===== config.mk =====
export PLATFORM = sky130hd
export DESIGN_NAME = fetch_unit
export DESIGN_NICKNAME = d
export VERILOG_FILES = /design/src/rtl/cpu_pkg.sv /design/src/rtl/instr_mem.sv /design/src/rtl/fetch_unit.sv
export SDC_FILE = /design/constraint.sdc
export NUM_CORES = 2
export LEC_CHECK = 0
export CORE_MARGIN = 8
export CORE_UTILIZATION = 44
export DETAILED_ROUTE_END_ITERATION = 8
export GPL_TIMING_DRIVEN = 0
export HOLD_SLACK_MARGIN = 0.05
export PLACE_DENSITY = 0.68
export SLEW_MARGIN = 20
export SYNTH_ARGS = -nofsm -noshare
export SYNTH_HDL_FRONTEND = slang
export SYNTH_SLANG_ARGS = --single-unit

===== constraint.sdc =====
create_clock -name clk -period 9.5 [get_ports clk]
set_clock_uncertainty 0.1 [all_clocks]
set_input_delay 1.425 -clock clk [delete_from_list [all_inputs] [get_ports clk]]
set_output_delay 1.425 -clock clk [all_outputs]
set_load 0.005 [all_outputs]

===== src/rtl/cpu_pkg.sv =====
// Shared definitions for the single-cycle RISC-V core: instruction constants,
// fetch fault codes and fetch FSM states.
package cpu_pkg;

  localparam logic [31:0] NOP_INSTR = 32'h0000_0013;  // addi x0, x0, 0

  localparam logic [6:0] OP_LW  = 7'b000_0011;
  localparam logic [6:0] OP_SW  = 7'b010_0011;
  localparam logic [6:0] OP_R   = 7'b011_0011;
  localparam logic [6:0] OP_BEQ = 7'b110_0011;
  localparam logic [6:0] OP_JAL = 7'b110_1111;

  typedef enum logic [1:0] {
    FAULT_NONE     = 2'b00,
    FAULT_MISALIGN = 2'b01,
    FAULT_RANGE    = 2'b10
  } fault_e;

  typedef enum logic {
    RUN  = 1'b0,
    HALT = 1'b1
  } fetch_state_e;

  function automatic logic is_misaligned(input logic [31:0] addr);
    return addr[1:0] != 2'b00;
  endfunction

endpackage


===== src/rtl/instr_mem.sv =====
// Word-addressed instruction memory: one synchronous write port for program
// load and one asynchronous read port for fetch. Contents survive reset.
module instr_mem #(
  parameter int IMEM_WORDS = 64
) (
  input  logic                          clk,
  input  logic                          we,
  input  logic [$clog2(IMEM_WORDS)-1:0] waddr,
  input  logic [31:0]                   wdata,
  input  logic [$clog2(IMEM_WORDS)-1:0] raddr,
  output logic [31:0]                   rdata
);

  logic [31:0] mem_q [IMEM_WORDS];

  always_ff @(posedge clk) begin
    if (we) begin
      mem_q[waddr] <= wdata;
    end
  end

  // A write to the word being read shows up only after the edge.
  assign rdata = mem_q[raddr];

endmodule


===== src/rtl/fetch_unit.sv =====
// Instruction-fetch stage: PC register, next-PC selection, fetch fault
// detection and the RUN/HALT state machine around the instruction memory.
//
//   state | meaning
//   ------+--------------------------------------------------------------
//   RUN   | fetching; PC advances by 4 or to the branch/jump target
//   HALT  | fault seen; PC frozen, NOP presented, left only by reset
module fetch_unit
  import cpu_pkg::*;
#(
  parameter logic [31:0] RESET_PC   = 32'h0000_0000,
  parameter int          IMEM_WORDS = 64
) (
  input  logic                          clk,
  input  logic                          reset,
  input  logic                          stall,
  input  logic                          branch,
  input  logic                          zero,
  input  logic                          jump,
  input  logic [31:0]                   immExt,
  input  logic                          imemWe,
  input  logic [$clog2(IMEM_WORDS)-1:0] imemWaddr,
  input  logic [31:0]                   imemWdata,
  output logic [31:0]                   pc,
  output logic [31:0]                   pcPlus4,
  output logic [31:0]                   instr,
  output logic [6:0]                    opcode,
  output logic                          instrValid,
  output logic                          halted,
  output logic [1:0]                    faultCode
);

  localparam int          AW    = $clog2(IMEM_WORDS);
  localparam logic [29:0] DEPTH = 30'(IMEM_WORDS);

  fetch_state_e state_q, state_d;
  fault_e       fault_q, fault_d;
  logic [31:0]  pc_q, pc_d;

  logic [31:0] pc_plus4;
  logic [31:0] pc_target;
  logic        pc_src;
  logic        in_range;
  logic [31:0] mem_rdata;

  instr_mem #(
    .IMEM_WORDS(IMEM_WORDS)
  ) u_instr_mem (
    .clk  (clk),
    .we   (imemWe),
    .waddr(imemWaddr),
    .wdata(imemWdata),
    .raddr(pc_q[2 +: AW]),
    .rdata(mem_rdata)
  );

  assign pc_plus4  = pc_q + 32'd4;
  assign pc_target = pc_q + immExt;
  assign pc_src    = (branch & zero) | jump;
  assign in_range  = pc_q[31:2] < DEPTH;

  always_comb begin
    pc_d    = pc_q;
    state_d = state_q;
    fault_d = fault_q;
    case (state_q)
      RUN: begin
        if (!stall) begin
          // Range fault outranks a misaligned target in the same cycle.
          if (!in_range) begin
            fault_d = FAULT_RANGE;
            state_d = HALT;
          end else if (pc_src && is_misaligned(pc_target)) begin
            fault_d = FAULT_MISALIGN;
            state_d = HALT;
          end else begin
            pc_d = pc_src ? pc_target : pc_plus4;
          end
        end
      end
      HALT: begin
        state_d = HALT;
      end
      default: begin
        state_d = HALT;
      end
    endcase
  end

  always_ff @(posedge clk) begin
    if (reset) begin
      pc_q    <= RESET_PC;
      state_q <= RUN;
      fault_q <= FAULT_NONE;
    end else begin
      pc_q    <= pc_d;
      state_q <= state_d;
      fault_q <= fault_d;
    end
  end

  assign pc         = pc_q;
  assign pcPlus4    = pc_plus4;
  assign instr      = (state_q == RUN && in_range) ? mem_rdata : NOP_INSTR;
  assign opcode     = instr[6:0];
  assign instrValid = !reset && state_q == RUN && in_range;
  assign halted     = state_q == HALT;
  assign faultCode  = fault_q;

endmodule

After elaboration in Yosys (flattened, before gate mapping):

Memories as Yosys holds them, arrays and structs flattened. A register that Yosys moved wholly into a read port is not among the register bits.
Cells that the tools add are included.

* add/subtract/negate cells: 2
* order comparisons: 1
* eq/ne operators: 1
* mux-type cells: 12
* bitwise logic cells: 5
* reductions and logical operators: 8

Operator list (count)
* $mux 32: 2
* $add 32x3->32 const B: 1
* $add 32x32->32: 1
* $lt 30x7->1 const B: 1
* $mux 6: 2
* $mux 1: 5
* $logic_and 1x1->1: 4
* $mux 2: 2
* $reduce_and 4->1: 1
* $not 1->1: 3
* $reduce_and 3->1: 1
* $ne 2x1->1 const B: 1
* $pmux 1 s2: 1
* $reduce_bool 2->1: 1
* $and 1x1->1: 1
* $logic_not 1->1: 1
* $or 1x1->1: 1

* register bits after elaboration: 35
* memory bits (writable): 2048
* bits of input ports: 77
* output and inout bits: 107
* logic and storage cells: 33
* memories kept: 1

Memory list
* u_instr_mem.mem_q: depth 64, bits a word 32, read ports 1, clocked after Yosys merged registers in 1, wr ports 1, RTL line instr_mem.sv:14 `logic [31:0] mem_q [IMEM_WORDS];`

Logic depth before layout (Yosys ltp):

* depth in word-level cells: 7
* depth in mapped cells: 11
* gate-level depth less buffers: 11

Cells and area by module:

A second synthesis with hierarchy kept.

* cells, all modules: 3806
* area, all modules: 81798.5 um^2

By module, submodules not included
* instr_mem: times used 1, cells each 3292, area an instance 77874.7 um^2, sequential area each 61499.0 um^2
* fetch_unit: times used 1, cells each 514, area an instance 3923.8 um^2, sequential area each 700.7 um^2

Least setup slack after synthesis:

Ideal clock, no wire load.

* kind: input to register
* start point: in imemWaddr[5]
* end point: mem u_instr_mem.mem_q[48][0] (enable)
* library setup time: 461 ps
* data arrival time: 4301 ps
* required time: 8939 ps
* path slack: 4638 ps
* cell stages on the path: 4
* buffers on the path: 1
* cell sequence: clkbuf_1 nand3_1 or3_1 nor3_1

RTL lines
* from (decl): RTL line fetch_unit.sv:22 `input logic [$clog2(IMEM_WORDS)-1:0] imemWaddr,`
* to (decl): RTL line instr_mem.sv:14

Straight into the memory's write port.

==> impl_metrics.prom <==
# TYPE chip_impl_metric gauge
chip_impl_metric{name="finalWirelength",unit="um"} 225000
chip_impl_metric{name="worst_ep_arrival_time",unit="ps"} 6220
chip_impl_info{name="ys_dominant_reg_cell",value="sky130_fd_sc_hd__edfxtp_1"} 1
chip_impl_metric{name="leakagePower",unit="uW"} 0.0295
chip_impl_metric{name="global_route_wire_length_before_repair",unit="um"} 314000
chip_impl_metric{name="cts_max_path_buffers",unit=""} 3
chip_impl_metric{name="worst_ep_required_time",unit="ps"} 7980
chip_impl_metric{name="floorplan.die.height",unit="um"} 447
chip_impl_metric{name="multiInputGateArea",unit="um2"} 18900
chip_impl_metric{name="max_cap_viol_count",unit=""} 0
chip_impl_metric{name="biggest_fanout_along_the_worst_timing_path",unit=""} 10
chip_impl_metric{name="cts_num_sinks",unit=""} 2089
chip_impl_metric{name="synth_async_sr_flop_share",unit="%"} 0
chip_impl_info{name="start_kind",value="flop"} 1
chip_impl_info{name="timing.setup.critical_path_class",value="reg2out"} 1
chip_impl_metric{name="wl_per_cell",unit="um"} 33.6
chip_impl_metric{name="setup_viol_count_final",unit=""} 0
chip_impl_info{name="holdCritPathClass",value="reg2reg"} 1
chip_impl_metric{name="count_of_buffers_inserted_at_the_top_level_ports",unit=""} 177
chip_impl_metric{name="drt-pass1-iter-count",unit=""} 7
chip_impl_metric{name="i_o_pin_total",unit=""} 184
chip_impl_metric{name="initial_utilization",unit="%"} 44.2
chip_impl_metric{name="synth_enable_flop_cells",unit=""} 2048
chip_impl_metric{name="cts_resized",unit=""} 0
chip_impl_metric{name="hpwl_after_detailed_placement",unit="um"} 151000
chip_impl_metric{name="vias_per_cell",unit=""} 6.14
chip_impl_metric{name="nNetsFinal",unit=""} 4171
chip_impl_metric{name="post_cts_setup_inserts",unit=""} 0
chip_impl_metric{name="syn-instance-count",unit=""} 3523
chip_impl_metric{name="synth-seq-area-share",unit="%"} 76.3
chip_impl_metric{name="grt_pass1_vias",unit=""} 41500
chip_impl_metric{name="drc",unit=""} 0
chip_impl_metric{name="row_count",unit=""} 158
chip_impl_metric{name="antenna_violating_nets_post_route",unit=""} 0
chip_impl_metric{name="cts.clk_slew.worst_paths",unit="ps"} 60
chip_impl_metric{name="globalRouteOverflowTotal",unit=""} 0
chip_impl_metric{name="totalNegativeSetupSlack",unit="ps"} 0
chip_impl_metric{name="maxClockFrequency",unit="GHz"} 0.129
chip_impl_info{name="synth_top_cell_by_area",value="sky130_fd_sc_hd__edfxtp_1"} 1
chip_impl_metric{name="yosys_register_bits",unit=""} 2089
chip_impl_metric{name="area_of_the_die",unit="um2"} 200000
chip_impl_info{name="grt_setup_unrepaired",value="false"} 1
chip_impl_metric{name="post_synth.cell_area_avg",unit="um2"} 23.2
chip_impl_info{name="run_status",value="finished, final reports clean"} 1
chip_impl_info{name="worst_setup_path_end_kind",value="output port"} 1
chip_impl_metric{name="drt_iter0_drc",unit=""} 5886
chip_impl_metric{name="power_density",unit="nW/um2"} 252
chip_impl_metric{name="clkLatencyLatePin",unit="ps"} 820
chip_impl_metric{name="ir_drop",unit="V"} 0.000188
chip_impl_metric{name="area_growth",unit="%"} 18.8
chip_impl_metric{name="grt_max_degree",unit=""} 65
chip_impl_info{name="tritoncts",value="done"} 1
chip_impl_metric{name="grt_antenna_before_repair",unit=""} 23
chip_impl_metric{name="final_hold_viol_count",unit=""} 0
chip_impl_info{name="clock-root-buffer",value="sky130_fd_sc_hd__clkbuf_16"} 1
chip_impl_metric{name="slew-limit-headroom",unit="%"} 23.4
chip_impl_metric{name="area.sequential",unit="um2"} 62300
chip_impl_metric{name="worst_pin_slew",unit="ps"} 1150
chip_impl_metric{name="layout-drive-gt1-share",unit="%"} 30.4
chip_impl_metric{name="cts_htree_levels",unit=""} 4
chip_impl_metric{name="fillerInstances",unit=""} 13900
chip_impl_metric{name="min_period",unit="ps"} 7740
chip_impl_metric{name="groute.usage.overall",unit="%"} 22.2
chip_impl_metric{name="cts_hold_repair.buffers",unit=""} 0
chip_impl_metric{name="core_region_area",unit="um2"} 185000
chip_impl_metric{name="numCtsBuffers",unit=""} 202
chip_impl_info{name="synth.area.top_cells",value="sky130_fd_sc_hd__edfxtp_1 (75%), sky130_fd_sc_hd__mux4_2 (18%), sky130_fd_sc_hd__dfxtp_1 (1.0%)"} 1
chip_impl_metric{name="place_congestion",unit=""} 0.910
chip_impl_info{name="synth_common_cells",value="sky130_fd_sc_hd__edfxtp_1 (2048), sky130_fd_sc_hd__mux4_2 (662), sky130_fd_sc_hd__nor2_1 (117)"} 1
chip_impl_metric{name="post_layout_nonfiller_instances",unit=""} 6717
chip_impl_info{name="synth_most_common_cell",value="sky130_fd_sc_hd__edfxtp_1"} 1
chip_impl_metric{name="dr_total_vias",unit=""} 41200
chip_impl_metric{name="synth.distinct_cells",unit=""} 57
chip_impl_metric{name="floorplan.die.width",unit="um"} 447
chip_impl_metric{name="final-max-slew-violation-count",unit=""} 0
chip_impl_metric{name="dpl.cell_count",unit=""} 6337
chip_impl_metric{name="synthesis.area",unit="um2"} 81700
chip_impl_metric{name="synthesis.yosys.warnings",unit=""} 0
chip_impl_metric{name="postSynthNetCount",unit=""} 3633
chip_impl_metric{name="final_min_period_over_clock_period",unit="%"} 81.5
chip_impl_metric{name="synth_top_cell_area_share",unit="%"} 75.3
[power by group]
group          switching [uW]  internal, uW
Combinational            3490          2870
Clock                    3380          4430
Sequential                104         10200
Total                    6970         17500
[metal layers]
metal	part of all wire [%]	track usage (%)	wire length, um	vias to the layer above
met1	37	29.4	84200	22000
met5	0.031	0	71	-
met2	47	35.3	107000	2535
met4	5.1	10.0	11500	10
met3	10	5.24	22900	501
li1	-	-	-	16200
[through the flow]
| step | total power (uW) | utilization [%] | hold slack [ps] | setup WS [ps] | instance area, um2 |
|---|---|---|---|---|---|
| floorplan | 14000 | - | 366 | 4640 | 81700 |
| global placement | 16700 | 46.8 | 369 | 1170 | 86500 |
| detailed placement | 16800 | 49.0 | 378 | 2730 | 90600 |
| CTS | 24600 | 52.5 | 387 | 1830 | 97000 |
| global route | 25100 | 52.5 | 427 | 1790 | 97000 |
| finish | 24500 | 52.5 | 386 | 1760 | 97000 |
[kinds of logic (layout without fill, tap and decap cells)]
| kind of cell | Yosys count | after routing | share of synthesized area [%] |
|---|---|---|---|
| DFF | 2089 | 2089 | 76.3 |
| and+or+nand+nor | 302 | 302 | 1.79 |
| AOI/OAI and AO/OA | 163 | 163 | 1.29 |
| xor gates and xnor gates | 49 | 49 | 0.526 |
| other | 0 | 9 | 0 |
| adders and majority gates | 33 | 33 | 0.515 |
| muxes | 674 | 674 | 18.4 |
| buffers and inverters | 213 | 918 | 1.15 |
[placed cells by master, fill, tap and decap left out, types with 14 or more instances in the layout]
cell / count
sky130_fd_sc_hd__edfxtp_1: 2048
sky130_fd_sc_hd__mux4_2: 662
sky130_fd_sc_hd__clkbuf_16: 207
sky130_fd_sc_hd__clkdlybuf4s50_1: 145
sky130_fd_sc_hd__clkbuf_1: 125
sky130_fd_sc_hd__buf_16: 94
sky130_fd_sc_hd__buf_2: 85
sky130_fd_sc_hd__nor2_4: 62
sky130_fd_sc_hd__clkinv_1: 62
sky130_fd_sc_hd__nor2_1: 55
sky130_fd_sc_hd__a21oi_1: 50
sky130_fd_sc_hd__nand2_1: 48
sky130_fd_sc_hd__buf_12: 48
sky130_fd_sc_hd__dfxtp_1: 41
sky130_fd_sc_hd__xnor2_1: 38
sky130_fd_sc_hd__nor2b_1: 36
sky130_fd_sc_hd__ha_1: 32
sky130_fd_sc_hd__clkinv_2: 30
sky130_fd_sc_hd__a211oi_1: 27
sky130_fd_sc_hd__o21ai_0: 25
sky130_fd_sc_hd__buf_4: 24
sky130_fd_sc_hd__inv_1: 23
sky130_fd_sc_hd__nand3_1: 20
sky130_fd_sc_hd__clkbuf_2: 19
sky130_fd_sc_hd__bufinv_16: 17
sky130_fd_sc_hd__nor3_1: 15
sky130_fd_sc_hd__a21o_1: 14
[path summary, 6_finish.rpt]
check | startpoint | cells after the start | to | slack (ps)
hold / removal | faultCode[1] | 2 | faultCode[1] | 390
setup / recovery | flop | 8 | opcode[3] | 1760
setup reg to reg | pc[0] | 11 | pc[28] | 5870
hold reg to reg | faultCode[1] | 2 | faultCode[1] | 390
[critical path: stages (launching register included)]
cell and delay, ps:
sky130_fd_sc_hd__dfxtp_1 640, sky130_fd_sc_hd__buf_1 880, sky130_fd_sc_hd__buf_2 620, sky130_fd_sc_hd__clkbuf_1 730
sky130_fd_sc_hd__clkbuf_1 890, sky130_fd_sc_hd__a211oi_1 420, sky130_fd_sc_hd__a211oi_1 500, sky130_fd_sc_hd__buf_4 180
sky130_fd_sc_hd__clkdlybuf4s50_1 490
[cell type report]
| type | instances | area share, % |
|---|---|---|
| clock buffers | 244 | 5.48 |
| multi-input cells | 1221 | 19.5 |
| inverters | 23 | 0.0890 |
| clock inverters | 127 | 1.09 |
| well taps | 2480 | 3.20 |
| diodes | 9 | 0.0232 |
| plain buffers | 190 | 0.909 |
| repair buffers | 334 | 5.50 |
| flip-flops and latches | 2089 | 64.2 |
[registers in the layout (all words and copies together), names as in the netlist, named ones only]
signal             cells
u_instr_mem.mem_q   2048
pc                    32
faultCode              2
halted                 1
(Power assumes the default switching activity.)
